File: config.mk
export PLATFORM = sky130hd
export DESIGN_NAME = regfile_wb_arbiter
export DESIGN_NICKNAME = d
export VERILOG_FILES = /design/src/rtl/rf_pkg.sv /design/src/rtl/rr_arbiter.sv /design/src/rtl/regfile_wb_arbiter.sv
export SDC_FILE = /design/constraint.sdc
export NUM_CORES = 1
export LEC_CHECK = 0
export ABC_AREA = 1
export BUFFER_PORTS_ARGS = -buffer_cell sky130_fd_sc_hd__buf_2
export CAP_MARGIN = 20
export CORE_ASPECT_RATIO = 2
export CORE_UTILIZATION = 40
export DETAILED_ROUTE_END_ITERATION = 10
export GPL_TIMING_DRIVEN = 0
export MAX_ROUTING_LAYER = met4
export PLACE_DENSITY = 0.74
export SETUP_SLACK_MARGIN = 0.1
export SYNTH_ARGS = -nofsm -noshare
export SYNTH_HDL_FRONTEND = slang
export SYNTH_SLANG_ARGS = --single-unit
File: constraint.sdc
create_clock -name clk -period 1.4 [get_ports clk]
set_input_delay 0.21 -clock clk [delete_from_list [all_inputs] [get_ports clk]]
set_output_delay 0.21 -clock clk [all_outputs]
set_load 0.05 [all_outputs]
File: src/rtl/rf_pkg.sv
// rtl/rf_pkg.sv - shared constants and helpers for the regfile writeback arbiter
package rf_pkg;

    localparam int DATA_W   = 32;
    localparam int ADDR_W   = 5;
    localparam int NREG     = 2 ** ADDR_W;
    localparam int REG_ZERO = 0;

    // Low bit of slice idx in a flattened bus of w-bit fields.
    function automatic int slice_lo(input int idx, input int w);
        return idx * w;
    endfunction

endpackage

File: src/rtl/rr_arbiter.sv
// rtl/rr_arbiter.sv - NREQ-wide round-robin arbiter with pointer register
//
// Ports:
//   clk, rst_n  : clock, synchronous active-low reset
//   req_valid   : per-requester pending request
//   grant       : one-hot grant (0 while rst_n is low)
//   grant_idx   : binary index of the granted requester
//   grant_any   : a grant (and therefore a handshake) happens this cycle
module rr_arbiter #(
    parameter int NREQ = 2
) (
    input  logic                      clk,
    input  logic                      rst_n,
    input  logic [NREQ-1:0]           req_valid,
    output logic [NREQ-1:0]           grant,
    output logic [$clog2(NREQ)-1:0]   grant_idx,
    output logic                      grant_any
);

    localparam int PTR_W = $clog2(NREQ);

    logic [PTR_W-1:0] ptr_q;
    logic [PTR_W-1:0] ptr_d;

    // Search from the pointer upward, wrapping modulo NREQ; the first valid
    // requester wins. Any grant lands on a valid requester, so every grant is
    // a completed handshake.
    always_comb begin
        int idx;
        grant     = '0;
        grant_idx = '0;
        grant_any = 1'b0;
        ptr_d     = ptr_q;
        idx       = 0;
        for (int off = 0; off < NREQ; off++) begin
            idx = int'(ptr_q) + off;
            if (idx >= NREQ) begin
                idx = idx - NREQ;
            end
            if (!grant_any && req_valid[idx]) begin
                grant_any  = 1'b1;
                grant[idx] = 1'b1;
                grant_idx  = PTR_W'(idx);
                ptr_d      = (idx == NREQ - 1) ? '0 : PTR_W'(idx + 1);
            end
        end
        if (!rst_n) begin
            grant     = '0;
            grant_any = 1'b0;
        end
    end

    always_ff @(posedge clk) begin
        if (!rst_n) begin
            ptr_q <= '0;
        end else if (grant_any) begin
            ptr_q <= ptr_d;
        end
    end

endmodule

File: src/rtl/regfile_wb_arbiter.sv
// rtl/regfile_wb_arbiter.sv - round-robin sharing of the regfile write port with busy scoreboard
//
// Optional feature macro: WB_FWD_EN (same-cycle write-through forwarding ports)
//
// Ports:
//   clk, rst_n             : clock, synchronous active-low reset
//   req_valid / req_ready  : per-requester writeback handshake (ready is one-hot)
//   req_addr / req_data    : flattened destination/data, requester i in slice i
//   claim_valid/claim_addr : issue stage reserves a destination register
//   busy                   : per-register outstanding-write flags
//   rf_we / rf_rw / rf_w   : registered regfile write port
//   rd_addr_a/b, rf_a/b, fwd_a/b : forwarding read ports (WB_FWD_EN only)
module regfile_wb_arbiter
    import rf_pkg::*;
#(
    parameter int DATA_W = rf_pkg::DATA_W,
    parameter int ADDR_W = rf_pkg::ADDR_W,
    parameter int NREQ   = 2
) (
    input  logic                     clk,
    input  logic                     rst_n,
    input  logic [NREQ-1:0]          req_valid,
    output logic [NREQ-1:0]          req_ready,
    input  logic [NREQ*ADDR_W-1:0]   req_addr,
    input  logic [NREQ*DATA_W-1:0]   req_data,
    input  logic                     claim_valid,
    input  logic [ADDR_W-1:0]        claim_addr,
    output logic [2**ADDR_W-1:0]     busy,
`ifdef WB_FWD_EN
    input  logic [ADDR_W-1:0]        rd_addr_a,
    input  logic [ADDR_W-1:0]        rd_addr_b,
    input  logic [DATA_W-1:0]        rf_a,
    input  logic [DATA_W-1:0]        rf_b,
    output logic [DATA_W-1:0]        fwd_a,
    output logic [DATA_W-1:0]        fwd_b,
`endif
    output logic                     rf_we,
    output logic [ADDR_W-1:0]        rf_rw,
    output logic [DATA_W-1:0]        rf_w
);

    localparam int NREG_L = 2 ** ADDR_W;
    localparam int PTR_W  = $clog2(NREQ);
    localparam logic [ADDR_W-1:0] ZERO_ADDR = ADDR_W'(REG_ZERO);

    logic [PTR_W-1:0]  grant_idx;
    logic              hs;
    logic [ADDR_W-1:0] win_addr;
    logic [DATA_W-1:0] win_data;
    logic [NREG_L-1:0] busy_d;

    rr_arbiter #(.NREQ(NREQ)) u_arb (
        .clk       (clk),
        .rst_n     (rst_n),
        .req_valid (req_valid),
        .grant     (req_ready),
        .grant_idx (grant_idx),
        .grant_any (hs)
    );

    always_comb begin
        win_addr = req_addr[slice_lo(int'(grant_idx), ADDR_W) +: ADDR_W];
        win_data = req_data[slice_lo(int'(grant_idx), DATA_W) +: DATA_W];
    end

    // A write to r0 still consumes the handshake but never asserts the enable,
    // so r0 keeps reading zero.
    always_ff @(posedge clk) begin
        if (!rst_n) begin
            rf_we <= 1'b0;
            rf_rw <= '0;
            rf_w  <= '0;
        end else if (hs) begin
            rf_we <= (win_addr != ZERO_ADDR);
            rf_rw <= win_addr;
            rf_w  <= win_data;
        end else begin
            rf_we <= 1'b0;
        end
    end

    // Clear first, then set: a claim landing on the register being written
    // this cycle belongs to a newer instruction and must survive.
    always_comb begin
        busy_d = busy;
        if (rf_we) begin
            busy_d[rf_rw] = 1'b0;
        end
        if (claim_valid && (claim_addr != ZERO_ADDR)) begin
            busy_d[claim_addr] = 1'b1;
        end
        busy_d[REG_ZERO] = 1'b0;
    end

    always_ff @(posedge clk) begin
        if (!rst_n) begin
            busy <= '0;
        end else begin
            busy <= busy_d;
        end
    end

`ifdef WB_FWD_EN
    assign fwd_a = (rf_we && (rf_rw == rd_addr_a) && (rd_addr_a != ZERO_ADDR)) ? rf_w : rf_a;
    assign fwd_b = (rf_we && (rf_rw == rd_addr_b) && (rd_addr_b != ZERO_ADDR)) ? rf_w : rf_b;
`endif

endmodule

Yosys cells after proc, flatten, opt, wreduce, memory -nomap -nowiden. Cells that the tools add are included.

Bits in registers: 71. Input port bits: 84. Output and inout port bits: 72.

$add $sub $neg: 5. $mul: 1. Order comparisons: 10. Equality and inequality tests: 2. Shift operators: 2. Mux-type cells: 30. Bitwise operators: 4. Reduce and logical (&&, ||, !) cells: 12.

Operators with widths (number): $mux W32 (4); $eq A32 B2 Y1 const B (2); $ge A32 B1 Y1 const B (2); $lt A32 B3 Y1 const B (2); $shiftx A64 B7 Y32 (1); $and A32 B32 Y32 (1); $ge A32 B3 Y1 const B (1); $not A32 Y32 (1); $or A32 B32 Y32 (1); $sub A32 B3 Y32 const B (1); $mux W1 (19); $lt A5 B6 Y1 const B (2); $demux W1 S5 (2); $ge A5 B1 Y1 const B (2); $reduce_bool A5 Y1 (2); $shiftx A10 B5 Y5 (1); $logic_and A1 B1 Y1 (6); $mux W2 (3); $mul A1 B3 Y4 const B (1); $reduce_and A2 Y1 (2); $sub A1 B2 Y3 const B (1); $add A1 B1 Y1 const B (2); $add A1 B1 Y2 const B (1); $demux W1 S1 (2); 4 further kinds (4).

Longest topological paths before layout. Gate-level depths: netlist (run 1).

Word-level depth: 12. Mapped depth: 9. Depth with buffers taken out: 8.

Modules after synthesis. From an unflattened synthesis (run 1), not the netlist that was laid out.

Cells, all modules: 471. Area total of the unflattened synthesis: 3264.4 um^2.

By module, submodules not included: regfile_wb_arbiter (instances 1, cells each 456, area an instance 3185.6 um^2, seq. area each 1381.3 um^2); rr_arbiter (instances 1, cells each 15, area an instance 78.8 um^2, seq. area each 20.0 um^2).

Least setup slack after synthesis (run 1). Ideal clock, no wire load.

Path kind: input port to output port. Start: in rst_n. End: out req_ready[0]. Arrival: 1.521 ns. Setup slack: -0.331 ns. Stages on the path: 3. Cell sequence: buf_2 > inv_2 > nor3_1.

Cells in the longest elaborated chain, start to end: 1.

RTL lines: start, declared (RTL line regfile_wb_arbiter.sv:21) `input logic rst_n,`; $mux W2 (RTL line rr_arbiter.sv:47) `if (!rst_n) begin`; end, declared (RTL line regfile_wb_arbiter.sv:23) `output logic [NREQ-1:0] req_ready,`.

Every way passes these cells.

Worst setup path in the final report (run 1).
Start: reg u_arb.ptr_q. End: out req_ready[1].

Cells in the longest elaborated chain, start to end: 10. Elaborated cells on any way between the ends: 30.

RTL lines: start, declared (RTL line rr_arbiter.sv:22) `logic [PTR_W-1:0] ptr_q;`; start signal, assigned (RTL line rr_arbiter.sv:57) `ptr_q <= ptr_d;`; $add A1 B1 Y2, or another cell as far along (RTL line rr_arbiter.sv:36) `idx = int'(ptr_q) + off;`; $sub A32 B3 Y32, or another cell as far along (RTL line rr_arbiter.sv:38) `idx = idx - NREQ;`; $mux W32, or another cell as far along (RTL line rr_arbiter.sv:37) `if (idx >= NREQ) begin`; $ge A32 B1 Y1 (implied by the code), or another cell as far along (RTL line rr_arbiter.sv:42) `grant[idx] = 1'b1;`; $logic_and A1 B1 Y1 (implied by the code), or another cell as far along (RTL line rr_arbiter.sv:42); $mux W1 (implied by the code), or another cell as far along (RTL line rr_arbiter.sv:42); $demux W1 S1, or another cell as far along; $or A2 B2 Y2 (no line) or $logic_and A1 B1 Y1 (tied branches); $mux W2 * (RTL line rr_arbiter.sv:40) `if (!grant_any && req_valid[idx]) begin`; $mux W2 * (RTL line rr_arbiter.sv:47).

Every way passes the cells marked *; elsewhere a longest branch is shown, timed or not. The select of a mux whose other input is x is not followed.

==> results.sh, run 1 <==
export IMPL_cp_top_family="flip-flops"
export IMPL_start_kind="register"
export IMPL_fillers=731
export IMPL_hpwl_um=7393
export IMPL_crit_path_end_kind="output port"
export IMPL_mostFrequentLayoutCells="buf_2, nand2_1, dfxtp_1"
export IMPL_worstMarginPinSlew_ps=804.1
export IMPL_ir_drop_mv=0.7200
export IMPL_holdPathEnd="rf_w[26]"
export IMPL_core_area_um2=7657
export IMPL_fin_ws_ps=-33.99
export IMPL_p_leak_uw=0.002146
export IMPL_area_growth_synth_to_final_pct=41.29
export IMPL_post_route_cells_drive_above_1_share_pct=38.95
export IMPL_root_buffer="clkbuf_16"
export IMPL_min_path_cells=3
export IMPL_yosys_area_share_adder_pct=0
export IMPL_reg2reg_depth=7
export IMPL_ff2ff_setup_slack_ps=160
export IMPL_placementRows=45
export IMPL_period_needed_ps=1434
export IMPL_slowest_stage="dfxtp_2"
export IMPL_synth_compound_area_share_pct=20.47
export IMPL_violations="setup timing"
export IMPL_cp_cell_sequence="inv_2 -> nand2_4 -> nand2_4 -> buf_12 -> nor2_4 -> buf_8"
export IMPL_hold_start="req_data[58]"
export IMPL_path_buf_inv=3
export IMPL_numCtsBuffers=9
export IMPL_vias=3385
export IMPL_globalplace_congestion=0.8900
export IMPL_initial_utilization_pct=41.44
export IMPL_worstPathMaxFanout=2
export IMPL_final_core_util_pct=58.55
export IMPL_post_route_period_util_pct=102.4
export IMPL_via_per_inst=5.098
export IMPL_final_hold_viol_count=0
export IMPL_wl_per_cell_um=14.16
export IMPL_max_stage_delay_ps=350
export IMPL_io_buffers=152
export IMPL_cts_sinks=70
export IMPL_status="finished with violations"
export IMPL_num_io_pins=156
export IMPL_grt_total_usage_pct=24.24
export IMPL_drc_errors=0
export IMPL_finalNetCount=649
export IMPL_crit_required_ps=1190
export IMPL_postSynthCellCount=397
export IMPL_drv_cap=0
export IMPL_rsz0062_at_grt="true"
export IMPL_synth_nets=481
export IMPL_ys_seq_area_share_pct=44.16
export IMPL_grt_ovfl_total=0
export IMPL_power_density_nw_per_um2=1253
export IMPL_die_y_um=128.0
export IMPL_slew_limit_headroom_pct=45.98
export IMPL_hold_buffers=0
export IMPL_grt_max_degree=12
export IMPL_clkTransAtPathRegs_ps=50
export IMPL_wl_um=9401
export IMPL_synth_top_family_by_area="simple AND/OR/NAND/NOR gates"
export IMPL_initialDrtViolationCount=199
export IMPL_worstSkewPairLatency_ps=320
export IMPL_cp_common_cell="nand2_4"
export IMPL_clock_skew_ps=4.528
export IMPL_dr_pass1_iters=4
export IMPL_ys_ff_latch=70
export IMPL_cts_tree="yes"
export IMPL_yosys_warnings=0
export IMPL_grt_antenna_before_repair=0
export IMPL_synth_xor_area_share_pct=0
export IMPL_die_area_um2=8315
export IMPL_slew_violations=0
export IMPL_ant_nets=0
export IMPL_synth_cell_area_um2=3173
export IMPL_grt_pass1_vias=3300
export IMPL_yosysUniqueCellTypes=28
export IMPL_synth_simple_area_share_pct=28.31
export IMPL_detailedPlace_worstSlack_ps=-114.2
export IMPL_layout_commonest_cell="buf_2"
export IMPL_arrival_ps=1220
export IMPL_finalSetupViolCount=1
export IMPL_muxShareOfSynthArea_pct=0
export IMPL_cts_max_path_buffers=2
export IMPL_grt_pass1_wl_um=15060
export IMPL_synth_avg_cell_area_um2=7.993
export IMPL_die_x_um=64.98
export IMPL_diodes=0
export IMPL_min_path_type="in -> reg"
export IMPL_path_class="reg -> out"
export IMPL_r2r_end="rf_w[5]"
export IMPL_reg2reg_from="u_arb.ptr_q"
export IMPL_max_freq_mhz=697.4
export IMPL_ctsHtreeMaxLevel=3
## flip-flops by register name, summed over array words and instances, names as in the netlist
name	count
busy	31
rf_rw	5
rf_w	32
rf_we	1
u_arb.ptr_q	1
## worst max-delay path by stage
stage	from	to	slack, ps	depth (start not counted)
finish	u_arb.ptr_q	req_ready[1]	-30	6
CTS	u_arb.ptr_q	req_ready[1]	-70	6
global placement	u_arb.ptr_q	req_ready[1]	-100	6
global route	u_arb.ptr_q	req_ready[1]	-90	6
floorplan	rst_n	req_ready[0]	100	3
detailed placement	u_arb.ptr_q	req_ready[1]	-110	6
## worst reg2reg max path, stage by stage, from the launching register on
cell	delay, ps
dfxtp_2	350
inv_2	60
nand2_4	70
nand2_4	60
buf_4	180
buf_6	130
o211ai_1	210
nand2_1	70
## what timing repair did
item	CTS	global route
setup endpoints to repair	23	20
gates resized for setup	17	9
cloned	1	0
buffers inserted	4	1
pin swaps	2	1
## layout make-up
type / count / area (um^2) / share of cell area (%)
clock buffer: 13 / 260.3 / 5.805
sequential: 70 / 1406 / 31.37
timing repair buffer: 157 / 814.5 / 18.17
tap: 94 / 117.6 / 2.624
multi-input combinational: 281 / 1593 / 35.53
inverter: 25 / 96.34 / 2.149
buffer: 21 / 152.6 / 3.405
clock inverter: 3 / 42.54 / 0.9489
## Yosys cell counts
library cell | n | area [um^2]
nand2_1 | 76 | 285.3
dfxtp_1 | 70 | 1401
a211oi_1 | 1 | 7.510
buf_6 | 4 | 45.04
buf_2 | 5 | 25.02
o211ai_2 | 12 | 150.1
inv_2 | 3 | 11.26
nand3_1 | 49 | 245.2
a21oi_1 | 31 | 155.2
nor2_4 | 2 | 22.52
nand2_2 | 1 | 6.260
or2_2 | 3 | 18.77
nor3_4 | 1 | 16.27
nor3_1 | 10 | 50.05
buf_1 | 3 | 11.26
o21ai_0 | 31 | 155.2
nand3b_1 | 1 | 7.510
inv_1 | 22 | 82.58
buf_4 | 3 | 22.52
nor2_1 | 3 | 11.26
nand2_4 | 3 | 33.78
conb_1 | 1 | 3.750
o22ai_1 | 5 | 31.28
or2_1 | 12 | 75.07
o211ai_1 | 20 | 150.1
nor3_2 | 2 | 20.02
or2_0 | 17 | 106.4
clkbuf_1 | 6 | 22.52
## cells by family after synthesis
group                  after synthesis
DFF                                 70
buffers and inverters               46
other                                1
AOI/OAI and AO/OA                  100
and+or+nand+nor                    180
## where the power goes
group          internal, uW  switching (uW)
Combinational           355             805
Sequential             2110            68.0
Clock                  1470             809
Total                  3940            1680
## through the flow
| step | hold WS (ps) | power, uW | std cells | cell area, um^2 | setup TNS [ps] |
|---|---|---|---|---|---|
| after global placement | 452.0 | 3315 | 643 | 4068 | -101.5 |
| after global routing | 128.2 | 5835 | 664 | 4483 | -85.33 |
| after floorplan | 353.5 | 2987 | 397 | 3189 | 0 |
| after detailed placement | 459.1 | 3336 | 643 | 4068 | -114.2 |
| after CTS | 114.7 | 5656 | 663 | 4451 | -65.43 |
| final | 112.4 | 5618 | 664 | 4483 | -33.99 |
## per-layer routing
layer / GRT usage (%) / up-vias / routed length, um
met5: - / - / 0
met4: 13.07 / 0 / 171
met3: 5.605 / 14 / 596
met2: 43.26 / 138 / 5233
met1: 23.38 / 1538 / 3400
li1: - / 1695 / -
(Power assumes the default switching activity.)
==> run 2: changes to the inputs <==
Settings changed: CORE_UTILIZATION 40 to 31, PLACE_DENSITY 0.74 to 0.61.
Clock period 1.4 ns to 1.33 ns, I/O delays scaled along.
==> run 2 against run 1 <==
Compared with the run above: the run still ends with setup timing left; sequential share of layout area decreased by 1.7 points; global-route usage down 2.9 points; combinational power up 17%; non-clock buffer count increased by 12; worst setup slack worse by 70 ps; clock power increased by 2%; routed wire length rose by 17%; sequential power rose by 5%; via count up 2.7%; critical path type unchanged; critical endpoint is now req_ready[0]; largest power group unchanged.
==> results.sh, run 2 (synthesized netlist as in run 1, its figures left out) <==
export IMPL_num_io_pins=156
export IMPL_wl_um=11010
export IMPL_layout_commonest_cell="buf_2"
export IMPL_area_growth_synth_to_final_pct=50.12
export IMPL_power_switching_uw=1875
export IMPL_violations="setup timing"
export IMPL_start_kind="register"
export IMPL_status="finished with violations"
export IMPL_grt_pass1_vias=3574
export IMPL_top_regs="rf_w (32), busy (31), rf_rw (5)"
export IMPL_grt_pass1_wl_um=17130
export IMPL_drv_cap=0
export IMPL_final_hold_viol_count=0
export IMPL_io_buffers=152
export IMPL_dr_pass1_iters=4
export IMPL_worstSkewPairLatency_ps=320
export IMPL_path_class="reg -> out"
export IMPL_slew_limit_headroom_pct=38.91
export IMPL_seq_power_share_pct=38.3
export IMPL_grt_total_usage_pct=21.38
export IMPL_ant_nets=0
export IMPL_worstPathMaxFanout=2
export IMPL_slew_violations=0
export IMPL_clkTransAtPathRegs_ps=60
export IMPL_post_route_cells_drive_above_1_share_pct=42.10
export IMPL_hold_slack_ps=108.3
export IMPL_wl_per_cell_um=15.42
export IMPL_via_per_inst=4.867
export IMPL_core_area_um2=9827
export IMPL_vias=3475
export IMPL_power_density_nw_per_um2=1257
export IMPL_max_stage_delay_ps=350
export IMPL_die_y_um=145.1
export IMPL_regMostFlops="rf_w"
export IMPL_max_freq_mhz=697.3
export IMPL_crit_required_ps=1130
export IMPL_mostFrequentLayoutCells="buf_2, nand2_1, dfxtp_1"
export IMPL_drc_errors=0
export IMPL_post_route_period_util_pct=107.8
export IMPL_p_leak_uw=0.002251
export IMPL_clock_skew_ps=5.608
export IMPL_fin_area_um2=4763
export IMPL_fin_ws_ps=-104.1
export IMPL_crit_path_end_kind="output port"
export IMPL_combPwrFrac_pct=22.7
export IMPL_cts_sinks=70
export IMPL_diodes=0
export IMPL_detailedPlace_worstSlack_ps=-112.9
export IMPL_rsz0062_at_grt="true"
export IMPL_cts_tree="yes"
export IMPL_p_int_uw=4110
export IMPL_numCtsBuffers=9
export IMPL_die_area_um2=10670
export IMPL_hold_buffers=0
export IMPL_min_path_type="in -> reg"
export IMPL_power_share_clock_pct=39.0
export IMPL_finalSetupViolCount=32
export IMPL_cts_max_path_buffers=2
export IMPL_initialDrtViolationCount=116
export IMPL_arrival_ps=1230
export IMPL_ir_drop_mv=0.6843
export IMPL_worstMarginPinSlew_ps=909.3
export IMPL_dpl_cell_area_um2=4135
export IMPL_cp_cell_sequence="buf_4 -> nand2_4 -> inv_4 -> nor3_4 -> buf_6"
export IMPL_initial_utilization_pct=32.29
export IMPL_root_buffer="clkbuf_16"
export IMPL_globalplace_congestion=0.9070
export IMPL_period_needed_ps=1434
export IMPL_ctsHtreeMaxLevel=3
export IMPL_finalNetCount=662
export IMPL_placementRows=51
export IMPL_largest_register_ffs=32
export IMPL_final_core_util_pct=48.47
export IMPL_swShare_pct=31.33
export IMPL_grt_max_degree=13
export IMPL_slowest_stage="dfxtp_4"
export IMPL_grt_antenna_before_repair=0
export IMPL_grt_ovfl_total=0
export IMPL_hpwl_um=8193
export IMPL_die_x_um=73.54
run 2: cell types whose count changed in the layout (fill, tap and decap cells not counted), sizes merged:
| cell | delta |
|---|---|
| clkbuf | -1 |
| clkinv | +2 |
| clkinvlp | +1 |
| nand2 | +1 |
| buf | +9 |
run 2: final cells by class:
type / count / area (um^2)
buffer: 19 / 137.6
clock buffer: 9 / 225.2
clock inverter: 6 / 63.81
fill: 1035 / 5064
inverter: 25 / 98.84
multi-input combinational: 282 / 1633
sequential: 70 / 1413
tap: 132 / 165.2
timing repair buffer: 171 / 1027
run 2: per-stage QoR:
stage                     total power (uW)  TNS, ps  cells
after floorplan                       3154        0    397
after global placement                3523   -531.0    681
after detailed placement              3543   -796.6    681
after CTS                             5998    -1021    708
after global routing                  6232    -3659    714
final                                 5985    -1277    714
run 2: timing repair:
item	CTS	global route
gates resized for setup	21	24
pin swaps	13	18
endpoints found under the setup margin	19	60
setup buffers	9	5
cloned	3	3
run 2: per-layer routing:
metal / up-vias / part of all wire [%] / global-route usage [%]
met5: - / 0 / -
met4: 0 / 2.4 / 9.231
met3: 19 / 4.0 / 3.333
met2: 130 / 58 / 40.78
met1: 1602 / 36 / 19.80
li1: 1724 / - / -
run 2: worst paths after layout:
path	cells past startpoint	end	start	slack [ps]
max reg2reg	8	rf_w[10]	u_arb.ptr_q	-70
min reg2reg	2	rf_w[21]	rf_w[21]	460
min	3	rf_w[23]	req_data[55]	110
max	5	req_ready[0]	u_arb.ptr_q	-100
run 2: power groups by stage:
stage	registers [uW]	clock network (uW)	logic, uW
after global routing	2310	2470	1450
final	2290	2330	1360
after detailed placement	2330	0	1210
after global placement	2330	0	1190
after floorplan	2720	0	429
after CTS	2290	2400	1310
run 2: critical path: cells and delay by family, from the launching register on:
family	cells	cell delay, ps
simple gates	2	190
buf+inv	3	360
flops	1	350
